File: config.mk
export PLATFORM = sky130hd
export DESIGN_NAME = tuner_lock_sequencer_flat
export DESIGN_NICKNAME = d
export VERILOG_FILES = /design/src/rtl/tuner_lock_sequencer_if.sv /design/src/rtl/tuner_lock_sequencer.sv /design/src/flat_wrapper.sv
export SDC_FILE = /design/constraint.sdc
export NUM_CORES = 1
export LEC_CHECK = 0
export BUFFER_PORTS_ARGS = -buffer_cell sky130_fd_sc_hd__buf_2
export CORE_ASPECT_RATIO = 0.5
export CORE_UTILIZATION = 35
export DETAILED_ROUTE_END_ITERATION = 16
export RECOVER_POWER = 100
export SLEW_MARGIN = 20
export SYNTH_ARGS = -nofsm -noshare
export SYNTH_HDL_FRONTEND = slang
export SYNTH_SLANG_ARGS = --single-unit
export TNS_END_PERCENT = 100
File: constraint.sdc
create_clock -name clk -period 5.1 [get_ports clk]
set_input_delay 0.765 -clock clk [delete_from_list [all_inputs] [get_ports clk]]
set_output_delay 0.765 -clock clk [all_outputs]
set_load 0.02 [all_outputs]
File: src/rtl/tuner_lock_sequencer_if.sv
// Signal bundle between the tuner lock sequencer and its surroundings: host control,
// search engine report, and lock engine handshakes.
interface tuner_lock_sequencer_if #(
  parameter int DAC_WIDTH  = 8,
  parameter int ADC_WIDTH  = 8,
  parameter int NUM_TARGET = 8,
  parameter int RESUME_MAX = 2,
  parameter int SEARCH_MAX = 3
);
  localparam int IDX_W  = $clog2(NUM_TARGET);
  localparam int CNT_W  = IDX_W + 1;
  localparam int RES_W  = $clog2(RESUME_MAX + 1);
  localparam int SRCH_W = $clog2(SEARCH_MAX + 1);

  logic                                  start;
  logic [IDX_W-1:0]                      cfg_target_idx;
  logic [ADC_WIDTH-1:0]                  cfg_min_pwr;
  logic                                  search_trig_val;
  logic                                  search_trig_rdy;
  logic                                  search_peaks_val;
  logic                                  search_peaks_rdy;
  logic [NUM_TARGET-1:0][DAC_WIDTH-1:0]  ring_tune_peaks;
  logic [NUM_TARGET-1:0][ADC_WIDTH-1:0]  pwr_peaks;
  logic [CNT_W-1:0]                      peaks_cnt;
  logic [DAC_WIDTH-1:0]                  cfg_ring_tune_peak;
  logic [ADC_WIDTH-1:0]                  cfg_pwr_peak;
  logic                                  lock_trig_val;
  logic                                  lock_trig_rdy;
  logic                                  lock_intr_val;
  logic                                  lock_intr_rdy;
  logic                                  lock_resume_val;
  logic                                  lock_resume_rdy;
  logic [2:0]                            state;
  logic                                  locked;
  logic                                  err;
  logic [RES_W-1:0]                      resume_cnt;
  logic [SRCH_W-1:0]                     search_cnt;

  // master is the sequencer; slave is the host plus search/lock engines
  modport master (
    input  start, cfg_target_idx, cfg_min_pwr, search_trig_rdy, search_peaks_val,
           ring_tune_peaks, pwr_peaks, peaks_cnt, lock_trig_rdy, lock_intr_val,
           lock_resume_rdy,
    output search_trig_val, search_peaks_rdy, cfg_ring_tune_peak, cfg_pwr_peak,
           lock_trig_val, lock_intr_rdy, lock_resume_val, state, locked, err,
           resume_cnt, search_cnt
  );

  modport slave (
    output start, cfg_target_idx, cfg_min_pwr, search_trig_rdy, search_peaks_val,
           ring_tune_peaks, pwr_peaks, peaks_cnt, lock_trig_rdy, lock_intr_val,
           lock_resume_rdy,
    input  search_trig_val, search_peaks_rdy, cfg_ring_tune_peak, cfg_pwr_peak,
           lock_trig_val, lock_intr_rdy, lock_resume_val, state, locked, err,
           resume_cnt, search_cnt
  );
endinterface

File: src/rtl/tuner_lock_sequencer.sv
// Sequences search -> peak select -> lock, and supervises the lock with bounded
// resume and re-search retries before declaring an error.
//
// state       | meaning
// IDLE        | waiting for start, counters cleared
// SEARCH_TRIG | requesting a search sweep
// SEARCH_WAIT | accepting the peak report
// SELECT      | picking the target peak (one cycle)
// LOCK_TRIG   | requesting lock on the selected peak
// LOCKED      | lock held, listening for loss-of-lock
// RESUME      | requesting a lock resume
// ERR         | retries exhausted, sticky until start
module tuner_lock_sequencer #(
  parameter int DAC_WIDTH  = 8,
  parameter int ADC_WIDTH  = 8,
  parameter int NUM_TARGET = 8,
  parameter int RESUME_MAX = 2,
  parameter int SEARCH_MAX = 3
) (
  input  logic                       clk,
  input  logic                       rst,
  tuner_lock_sequencer_if.master     bus
);
  localparam int IDX_W  = $clog2(NUM_TARGET);
  localparam int CNT_W  = IDX_W + 1;
  localparam int RES_W  = $clog2(RESUME_MAX + 1);
  localparam int SRCH_W = $clog2(SEARCH_MAX + 1);

  localparam logic [CNT_W-1:0]  NT_CNT   = CNT_W'(NUM_TARGET);
  localparam logic [RES_W-1:0]  RES_LIM  = RES_W'(RESUME_MAX);
  localparam logic [SRCH_W-1:0] SRCH_LIM = SRCH_W'(SEARCH_MAX);

  typedef enum logic [2:0] {
    IDLE        = 3'd0,
    SEARCH_TRIG = 3'd1,
    SEARCH_WAIT = 3'd2,
    SELECT      = 3'd3,
    LOCK_TRIG   = 3'd4,
    LOCKED      = 3'd5,
    RESUME      = 3'd6,
    ERR         = 3'd7
  } state_t;

  state_t                               state, state_nxt;
  logic [NUM_TARGET-1:0][DAC_WIDTH-1:0] peak_tune;
  logic [NUM_TARGET-1:0][ADC_WIDTH-1:0] peak_pwr;
  logic [CNT_W-1:0]                     peak_cnt, cnt_clamped, qual_cnt;
  logic                                 found;
  logic [DAC_WIDTH-1:0]                 sel_tune, cfg_tune;
  logic [ADC_WIDTH-1:0]                 sel_pwr, cfg_pwr;
  logic [RES_W-1:0]                     resume_cnt;
  logic [SRCH_W-1:0]                    search_cnt;
  logic                                 resume_left, search_left;
  logic                                 search_trig_val, peaks_rdy, lock_trig_val;
  logic                                 intr_rdy, resume_val, locked, err;

  assign resume_left = (resume_cnt < RES_LIM);
  assign search_left = (search_cnt < SRCH_LIM);
  assign cnt_clamped = (bus.peaks_cnt > NT_CNT) ? NT_CNT : bus.peaks_cnt;

  // Walk peaks in ascending index, picking the target_idx-th one that qualifies.
  always_comb begin
    found    = 1'b0;
    sel_tune = '0;
    sel_pwr  = '0;
    qual_cnt = '0;
    for (int j = 0; j < NUM_TARGET; j++) begin
      if ((CNT_W'(j) < peak_cnt) && (peak_pwr[j] >= bus.cfg_min_pwr)) begin
        if (!found && (qual_cnt == {1'b0, bus.cfg_target_idx})) begin
          found    = 1'b1;
          sel_tune = peak_tune[j];
          sel_pwr  = peak_pwr[j];
        end
        qual_cnt = qual_cnt + 1'b1;
      end
    end
  end

  always_comb begin
    state_nxt = state;
    case (state)
      IDLE:        if (bus.start) state_nxt = SEARCH_TRIG;
      SEARCH_TRIG: if (bus.search_trig_rdy) state_nxt = SEARCH_WAIT;
      SEARCH_WAIT: if (bus.search_peaks_val) state_nxt = SELECT;
      SELECT: begin
        if (found)            state_nxt = LOCK_TRIG;
        else if (search_left) state_nxt = SEARCH_TRIG;
        else                  state_nxt = ERR;
      end
      LOCK_TRIG:   if (bus.lock_trig_rdy) state_nxt = LOCKED;
      LOCKED: begin
        if (bus.lock_intr_val) begin
          if (resume_left)      state_nxt = RESUME;
          else if (search_left) state_nxt = SEARCH_TRIG;
          else                  state_nxt = ERR;
        end
      end
      RESUME:      if (bus.lock_resume_rdy) state_nxt = LOCKED;
      ERR:         if (bus.start) state_nxt = SEARCH_TRIG;
      default:     state_nxt = IDLE;
    endcase
  end

  // Handshake flags are registered from the next state so they line up with it.
  always_ff @(posedge clk or posedge rst) begin
    if (rst) begin
      state           <= IDLE;
      search_trig_val <= 1'b0;
      peaks_rdy       <= 1'b0;
      lock_trig_val   <= 1'b0;
      intr_rdy        <= 1'b0;
      resume_val      <= 1'b0;
      locked          <= 1'b0;
      err             <= 1'b0;
      resume_cnt      <= '0;
      search_cnt      <= '0;
      peak_tune       <= '0;
      peak_pwr        <= '0;
      peak_cnt        <= '0;
      cfg_tune        <= '0;
      cfg_pwr         <= '0;
    end else begin
      state           <= state_nxt;
      search_trig_val <= (state_nxt == SEARCH_TRIG);
      peaks_rdy       <= (state_nxt == SEARCH_WAIT);
      lock_trig_val   <= (state_nxt == LOCK_TRIG);
      intr_rdy        <= (state_nxt == LOCKED);
      resume_val      <= (state_nxt == RESUME);
      locked          <= (state_nxt == LOCKED);
      err             <= (state_nxt == ERR);
      case (state)
        IDLE: begin
          resume_cnt <= '0;
          search_cnt <= '0;
        end
        ERR: begin
          if (bus.start) begin
            resume_cnt <= '0;
            search_cnt <= '0;
          end
        end
        SEARCH_TRIG: begin
          if (bus.search_trig_rdy) begin
            search_cnt <= search_cnt + 1'b1;
            resume_cnt <= '0;
          end
        end
        SEARCH_WAIT: begin
          if (bus.search_peaks_val) begin
            peak_tune <= bus.ring_tune_peaks;
            peak_pwr  <= bus.pwr_peaks;
            peak_cnt  <= cnt_clamped;
          end
        end
        SELECT: begin
          if (found) begin
            cfg_tune <= sel_tune;
            cfg_pwr  <= sel_pwr;
          end
        end
        LOCKED: begin
          if (bus.lock_intr_val && resume_left) resume_cnt <= resume_cnt + 1'b1;
        end
        default: ;
      endcase
    end
  end

  assign bus.state              = state;
  assign bus.search_trig_val    = search_trig_val;
  assign bus.search_peaks_rdy   = peaks_rdy;
  assign bus.lock_trig_val      = lock_trig_val;
  assign bus.lock_intr_rdy      = intr_rdy;
  assign bus.lock_resume_val    = resume_val;
  assign bus.locked             = locked;
  assign bus.err                = err;
  assign bus.resume_cnt         = resume_cnt;
  assign bus.search_cnt         = search_cnt;
  assign bus.cfg_ring_tune_peak = cfg_tune;
  assign bus.cfg_pwr_peak       = cfg_pwr;
endmodule

File: src/flat_wrapper.sv
// flat-port wrapper written by rule: the top's interface ports become plain ports
module tuner_lock_sequencer_flat 
#(
  parameter int DAC_WIDTH  = 8,
  parameter int ADC_WIDTH  = 8,
  parameter int NUM_TARGET = 8,
  parameter int RESUME_MAX = 2,
  parameter int SEARCH_MAX = 3
)
  (clk, rst, bus_start, bus_cfg_target_idx, bus_cfg_min_pwr, bus_search_trig_rdy, bus_search_peaks_val, bus_ring_tune_peaks, bus_pwr_peaks, bus_peaks_cnt, bus_lock_trig_rdy, bus_lock_intr_val, bus_lock_resume_rdy, bus_search_trig_val, bus_search_peaks_rdy, bus_cfg_ring_tune_peak, bus_cfg_pwr_peak, bus_lock_trig_val, bus_lock_intr_rdy, bus_lock_resume_val, bus_state, bus_locked, bus_err, bus_resume_cnt, bus_search_cnt);
  tuner_lock_sequencer_if #(.DAC_WIDTH(DAC_WIDTH), .ADC_WIDTH(ADC_WIDTH), .NUM_TARGET(NUM_TARGET), .RESUME_MAX(RESUME_MAX), .SEARCH_MAX(SEARCH_MAX)) bus_i ();
  input  logic clk;
  input  logic rst;
  input wire logic [$bits(bus_i.start)-1:0] bus_start;
  input wire logic [$bits(bus_i.cfg_target_idx)-1:0] bus_cfg_target_idx;
  input wire logic [$bits(bus_i.cfg_min_pwr)-1:0] bus_cfg_min_pwr;
  input wire logic [$bits(bus_i.search_trig_rdy)-1:0] bus_search_trig_rdy;
  input wire logic [$bits(bus_i.search_peaks_val)-1:0] bus_search_peaks_val;
  input wire logic [$bits(bus_i.ring_tune_peaks)-1:0] bus_ring_tune_peaks;
  input wire logic [$bits(bus_i.pwr_peaks)-1:0] bus_pwr_peaks;
  input wire logic [$bits(bus_i.peaks_cnt)-1:0] bus_peaks_cnt;
  input wire logic [$bits(bus_i.lock_trig_rdy)-1:0] bus_lock_trig_rdy;
  input wire logic [$bits(bus_i.lock_intr_val)-1:0] bus_lock_intr_val;
  input wire logic [$bits(bus_i.lock_resume_rdy)-1:0] bus_lock_resume_rdy;
  output wire logic [$bits(bus_i.search_trig_val)-1:0] bus_search_trig_val;
  output wire logic [$bits(bus_i.search_peaks_rdy)-1:0] bus_search_peaks_rdy;
  output wire logic [$bits(bus_i.cfg_ring_tune_peak)-1:0] bus_cfg_ring_tune_peak;
  output wire logic [$bits(bus_i.cfg_pwr_peak)-1:0] bus_cfg_pwr_peak;
  output wire logic [$bits(bus_i.lock_trig_val)-1:0] bus_lock_trig_val;
  output wire logic [$bits(bus_i.lock_intr_rdy)-1:0] bus_lock_intr_rdy;
  output wire logic [$bits(bus_i.lock_resume_val)-1:0] bus_lock_resume_val;
  output wire logic [$bits(bus_i.state)-1:0] bus_state;
  output wire logic [$bits(bus_i.locked)-1:0] bus_locked;
  output wire logic [$bits(bus_i.err)-1:0] bus_err;
  output wire logic [$bits(bus_i.resume_cnt)-1:0] bus_resume_cnt;
  output wire logic [$bits(bus_i.search_cnt)-1:0] bus_search_cnt;
  assign bus_i.start = bus_start;
  assign bus_i.cfg_target_idx = bus_cfg_target_idx;
  assign bus_i.cfg_min_pwr = bus_cfg_min_pwr;
  assign bus_i.search_trig_rdy = bus_search_trig_rdy;
  assign bus_i.search_peaks_val = bus_search_peaks_val;
  assign bus_i.ring_tune_peaks = bus_ring_tune_peaks;
  assign bus_i.pwr_peaks = bus_pwr_peaks;
  assign bus_i.peaks_cnt = bus_peaks_cnt;
  assign bus_i.lock_trig_rdy = bus_lock_trig_rdy;
  assign bus_i.lock_intr_val = bus_lock_intr_val;
  assign bus_i.lock_resume_rdy = bus_lock_resume_rdy;
  assign bus_search_trig_val = bus_i.search_trig_val;
  assign bus_search_peaks_rdy = bus_i.search_peaks_rdy;
  assign bus_cfg_ring_tune_peak = bus_i.cfg_ring_tune_peak;
  assign bus_cfg_pwr_peak = bus_i.cfg_pwr_peak;
  assign bus_lock_trig_val = bus_i.lock_trig_val;
  assign bus_lock_intr_rdy = bus_i.lock_intr_rdy;
  assign bus_lock_resume_val = bus_i.lock_resume_val;
  assign bus_state = bus_i.state;
  assign bus_locked = bus_i.locked;
  assign bus_err = bus_i.err;
  assign bus_resume_cnt = bus_i.resume_cnt;
  assign bus_search_cnt = bus_i.search_cnt;
  tuner_lock_sequencer #(.DAC_WIDTH(DAC_WIDTH), .ADC_WIDTH(ADC_WIDTH), .NUM_TARGET(NUM_TARGET), .RESUME_MAX(RESUME_MAX), .SEARCH_MAX(SEARCH_MAX)) u_core (.clk(clk), .rst(rst), .bus(bus_i));
endmodule
Word-level counts from Yosys, hierarchy flattened
Index checks and enable logic that the tools add are counted.
{"block": "word_totals", "register_bits": 161}
{"block": "op_classes", "add_sub_neg": 8, "n_lt_le_gt_ge": 19, "eq_ne": 23, "muxes": 72, "n_reduce_logical": 32}
{"op": "$mux 8", "n": 32}
{"op": "$ge 8x8->1", "n": 8}
{"op": "$eq 4x3->1", "n": 7}
{"op": "$mux 4", "n": 7}
{"op": "$mux 3", "n": 9}
{"op": "$add 4x1->4 const B", "n": 6}
{"op": "$eq 3x3->1 const B", "n": 8}
{"op": "$pmux 3 s7", "n": 1}
{"op": "$mux 1", "n": 17}
{"op": "$logic_and 1x1->1", "n": 16}
{"op": "$lt 3x4->1 const A", "n": 4}
{"op": "$eq 3x2->1 const B", "n": 3}
{"op": "$lt 1x4->1 const A", "n": 2}
{"op": "$lt 2x4->1 const A", "n": 2}
{"op": "$mux 2", "n": 4}
{"op": "$pmux 2 s4", "n": 1}
{"op": "$logic_not 1->1", "n": 7}
{"op": "$eq 3x1->1 const B", "n": 2}
{"op": "$logic_not 3->1", "n": 2}
{"op": "$pmux 2 s3", "n": 1}
{"op": "$add 2x1->2 const B", "n": 2}
{"op": "$gt 4x4->1 const B", "n": 1}
{"op": "$lt 2x2->1 const B", "n": 2}
{"op": "$ne 2x2->1 const B", "n": 2}
{"op": "7 further kinds", "n": 8}

Longest topological paths before layout
{"block": "logic_depth", "word_depth": 34, "ltp_mapped": 27, "mapped_depth_nobuf": 26}

Worst setup path before layout
No wires, ideal clock.
{"block": "synth_timing", "path_kind": "input-to-reg", "from": "input port bus_cfg_min_pwr[7]", "to": "register u_core.cfg_tune[4] (netlist: u_core.bus.cfg_ring_tune_peak[4])", "setup_time_ns": 0.128, "t_arrival_ns": 6.112, "path_slack_ns": -1.140, "cell_stages": 27, "cell_sequence": "inv_1 > ha_1 > a211o_1 > a21oi_1 > o21ai_0 > o221ai_1 > inv_1 > ha_1 > and3_1 > or2_2 > ha_1 > nand2b_1 > o31a_1 > ha_1 > o21ai_0 > nand2_1 > ha_1 > a221oi_2 > inv_1 > ha_1 > xnor2_1 > nand2_1 > or4_1 > a21oi_2 > o21ba_2 > buf_6 > mux2_1"}
{"block": "synth_via", "elab_chain_cells": 32}
{"element": "from (decl)", "line_no": "flat_wrapper.sv:16", "text": "input wire logic [$bits(bus_i.cfg_min_pwr)-1:0] bus_cfg_min_pwr;"}
{"element": "branches (longest 32 deep; another with $ge 8x8->1)"}
{"element": "to (signal assigned)", "line_no": "tuner_lock_sequencer.sv:157", "text": "cfg_tune <= sel_tune;"}
{"element": "to (decl)", "line_no": "tuner_lock_sequencer.sv:49", "text": "logic [DAC_WIDTH-1:0] sel_tune, cfg_tune;"}
Several ways; the timed one is not identified.
A chain may end at the register's enable or synchronous reset.

Final worst setup path
{"block": "layout_timing", "from": "input port bus_cfg_min_pwr[1]", "to": "register u_core.cfg_tune[3] (netlist: u_core.bus.cfg_ring_tune_peak[3])"}
Same word-level chain as after synthesis.

==> run_results.csv <==
group,metric,value,unit
global_route,grt_pass1_vias,7930,
synthesis,synth.distinct_cells,82,
worst_setup_path,r2r-end,"u_core.bus.cfg_ring_tune_peak[3]$_DFFE_PP0P_",
place,portBuffers,180,
route,dr.pass1.iters,5,
timing,finClkSkew,0.00841,ns
clock_tree,cts_sinks,161,
clock_tree,clockBufferDepth,2,
global_route,antenna_found_initial,1,
power,pwr-share-clk,0.144,
synthesis,syn-cell-area,9660,um2
timing,max_freq,183,MHz
clock_tree,clk_pin_slew_worst_paths,0.06,ns
synthesis,synth_largest_area_cell,"dfrtp_1",
cells_and_area,nets,1359,
synthesis,ys_seq_area_frac,0.417,
worst_setup_path,reg2reg_depth,27,
floorplan,rows,42,
timing,hold_viol_final,0,
clock_tree,htree_levels,4,
worst_setup_path,worstSetupPathDepth,26,
worst_setup_path,r2r_start,"u_core.peak_pwr[0]$_DFFE_PP0P_",
worst_setup_path,required,5.43,ns
synthesis,synthFlopType,"dfrtp_1",
clock_tree,root_buffer,"clkbuf_16",
timing,tightest_slew,4.17,ns
synthesis,syn_nets,1082,
timing,finalCritPeriodShare,1.07,
synthesis,async_reset_ff_frac,1.00,
worst_setup_path,critPathTopFamily,"compound AO/OA/AOI/OAI gates",
global_route,grt.overflow.total,0,
clock_tree,insertion_delay,0.45,ns
power,netSwitchingFraction,0.391,
floorplan,io_pins,181,
clock_tree,cts_tree,"done",
floorplan,dieArea,28300,um2
route,drc_errors,0,
route,drt_iter0_markers,546,
route,wire_per_inst,18.9,um
cells_and_area,drive_gt1_frac,0.454,
power,power_density,691,nW/um2
cells_and_area,fillers,2405,
synthesis,synth_edf_count,0,
clock_tree,cts_made_buffers,17,
synthesis,synth_common_cells,"161 x dfrtp_1, 142 x mux2_2, 73 x nand2_1",
cells_and_area,area_growth,31.7,%
route,routed_via_density,5.21,
power,seqPwrFrac,0.271,
timing,final-max-slew-violation-count,216,
cells_and_area,final_cell_area,12700,um2
power,ir_drop,0.000387,V
global_route,gr-usage-all-layers,0.207,
timing,setup_ws,-0.350,ns
flow_run,max_cap_viol_count,2,
floorplan,die_w,237,um
worst_setup_path,path_max_fanout,8,
place,placed_area,11800,um2
timing,min_period,5.45,ns
worst_setup_path,startpoint,"bus_cfg_min_pwr[1]",
place,gp_congestion,0.867,
worst_hold_path,hp-class,"reg -> reg",
worst_setup_path,path_common_cell,"ha_4",
synthesis,synth.area.top_cells,"dfrtp_1 42%, mux2_2 17%, ha_1 9.2%, nand2_1 2.8%, o21ai_0 2.2%",
timing,max_slew_margin,-1.78,
worst_setup_path,worstPathBufferInverterCount,5,
global_route,grt_pass1_wl,44500,um
worst_setup_path,slowest_delay,0.45,ns
worst_setup_path,worst-setup-path-type,"in -> reg",
global_route,grt_max_degree,162,
worst_setup_path,crit_path_end,"u_core.bus.cfg_ring_tune_peak[3]$_DFFE_PP0P_",
synthesis,netlist_instances,860,
worst_setup_path,start_kind,"primary input",
run_status,status,"finished, violations left",
power,finalPower,8.79,mW
synthesis,avgSynthCellArea,11.2,um2
floorplan,chipHeight,119,um
route,wl,28400,um
floorplan,initial_core_util,0.361,
synthesis,yosys.cell_count.top_type,"dfrtp_1",
worst_setup_path,ff2ff_setup_slack,-0.25,ns
timing,rsz0062_at_grt,"yes",
clock_tree,postCtsHoldBufs,0,
power,p_switching,3.44,mW
run_status,violations,"capacitance limit, slew limit, setup timing",
timing,finalSetupViolations,25,
synthesis,ys_ff_latch,161,
worst_setup_path,cp-end-kind,"flip-flop",
route,antenna_left,0,
worst_setup_path,critPathArrivalTime,5.78,ns
power,power.leakage,5.69,nW
route,vias,7827,
synthesis,yosys_warnings,0,
power,comb_power_share,0.584,
worst_setup_path,critPathSlowestCell,"or4_4",
place,dp_hpwl,21500,um
power,p_int,5.35,mW
floorplan,coreArea,26700,um2
synthesis,yosysTopAreaCellShare,0.417,
==> how the worst min path moves through the flow <==
stage | cells after the start | from | end
6_report | 1 | u_core.peak_tune[2]$_DFFE_PP0P_ | u_core.peak_tune[2]$_DFFE_PP0P_
5_1_grt | 1 | u_core.peak_tune[26]$_DFFE_PP0P_ | u_core.peak_tune[26]$_DFFE_PP0P_
4_1_cts | 3 | bus_pwr_peaks[40] | u_core.peak_pwr[40]$_DFFE_PP0P_
3_5_place_dp | 1 | u_core.peak_tune[55]$_DFFE_PP0P_ | u_core.peak_tune[55]$_DFFE_PP0P_
3_3_place_gp | 1 | u_core.peak_tune[48]$_DFFE_PP0P_ | u_core.peak_tune[48]$_DFFE_PP0P_
2_1_floorplan | 1 | u_core.peak_tune[48]$_DFFE_PP0P_ | u_core.peak_tune[48]$_DFFE_PP0P_
==> cell usage in the layout (no fill, tap or decap), types with 4 or more instances in the layout <==
cell type | Yosys | layout
dfrtp_1 | 161 | 161
buf_2 | 5 | 147
mux2_2 | 142 | 138
buf_4 | 2 | 107
nand2_1 | 73 | 71
ha_1 | 71 | 59
o21ai_0 | 43 | 41
clkbuf_1 | 34 | 33
inv_1 | 34 | 26
nor2_1 | 25 | 25
o311ai_0 | 19 | 19
a221oi_1 | 17 | 17
clkbuf_16 | 0 | 17
a32o_1 | 15 | 15
mux2_4 | 8 | 14
nor3_1 | 13 | 12
or2_1 | 12 | 12
ha_4 | 0 | 12
nand2b_1 | 12 | 11
nand3_1 | 11 | 11
xnor2_1 | 12 | 10
a21oi_1 | 13 | 9
a211oi_1 | 10 | 8
xor2_1 | 7 | 7
buf_6 | 3 | 7
or2_2 | 7 | 6
nor2b_1 | 6 | 6
o21a_1 | 6 | 6
a21o_1 | 6 | 6
clkinvlp_4 | 0 | 6
buf_12 | 0 | 6
a21oi_2 | 2 | 5
nand3b_1 | 5 | 5
and3_1 | 5 | 4
xnor2_2 | 2 | 4
o21ai_1 | 4 | 4
o211ai_1 | 4 | 4
mux2i_1 | 4 | 4
clkinv_2 | 0 | 4
==> power groups by stage <==
stage | combinational (mW) | clock (mW) | sequential, mW
floorplan | 2.99 | 0 | 2.30
global placement | 4.46 | 0 | 2.37
detailed placement | 4.58 | 0 | 2.39
CTS | 4.85 | 1.31 | 2.38
global route | 5.58 | 1.35 | 2.47
finish | 5.14 | 1.27 | 2.39
==> flip-flops by register name, summed over array words and instances (netlist names) <==
name and cells:
u_core.bus.cfg_ring_tune_peak 8, u_core.bus.err 1, u_core.bus.lock_intr_rdy 1, u_core.bus.cfg_pwr_peak 8
u_core.bus.lock_resume_val 1, u_core.bus.search_cnt 2, u_core.peak_tune 64, u_core.peak_cnt 4
u_core.bus.search_trig_val 1, u_core.peak_pwr 64, u_core.bus.search_peaks_rdy 1, u_core.bus.lock_trig_val 1
u_core.bus.state 3, u_core.bus.resume_cnt 2
==> metal layers <==
| layer | share of wire | GRT usage | up-vias |
|---|---|---|---|
| met5 | 0 | 0 | - |
| met4 | 0.021 | 0.0743 | 0 |
| met3 | 0.038 | 0.0415 | 42 |
| met2 | 0.45 | 0.313 | 147 |
| met1 | 0.49 | 0.293 | 3892 |
| li1 | - | - | 3746 |
==> cell families after synthesis <==
family	share of synthesized area
flip-flops	0.417
AO/OA/AOI/OAI	0.150
buffers and inverters	0.0345
AND/OR/NAND/NOR	0.0949
multiplexers	0.184
XOR/XNOR	0.0271
adder cells (fa/ha/maj)	0.0920
==> cell type report <==
class | instances | area (um2) | share of cell area
Multi-Input combinational cell | 620 | 5600 | 0.441
Inverter | 34 | 146 | 0.0115
Sequential cell | 161 | 4030 | 0.317
Antenna cell | 1 | 2.50 | 0.000197
Tap cell | 352 | 440 | 0.0346
Clock inverter | 12 | 134 | 0.0105
Clock buffer | 19 | 433 | 0.0340
Timing Repair Buffer | 303 | 1930 | 0.152
==> what timing repair did <==
| action | 4_1_cts | 5_1_grt |
|---|---|---|
| cloned | 5 | 0 |
| gates resized for setup | 33 | 22 |
| endpoints found under the hold margin | 0 | 0 |
| pin swaps | 17 | 17 |
| setup endpoints to repair | 25 | 25 |
| setup buffers | 12 | 7 |
==> metrics by stage <==
stage	std cells	hold slack [ns]	utilization	TNS, ns	setup WS, ns
after floorplan	860	0.473	-	-15.26	-0.719
after CTS	1499	0.498	0.475	-9.25	-0.425
after detailed placement	1451	0.495	0.441	-21.34	-0.914
after global routing	1502	0.518	0.476	-29.54	-0.526
after global placement	1451	0.484	0.441	-20.43	-0.880
final	1502	0.510	0.476	-7.23	-0.350
Note: power is estimated with default switching activity, not from simulation.
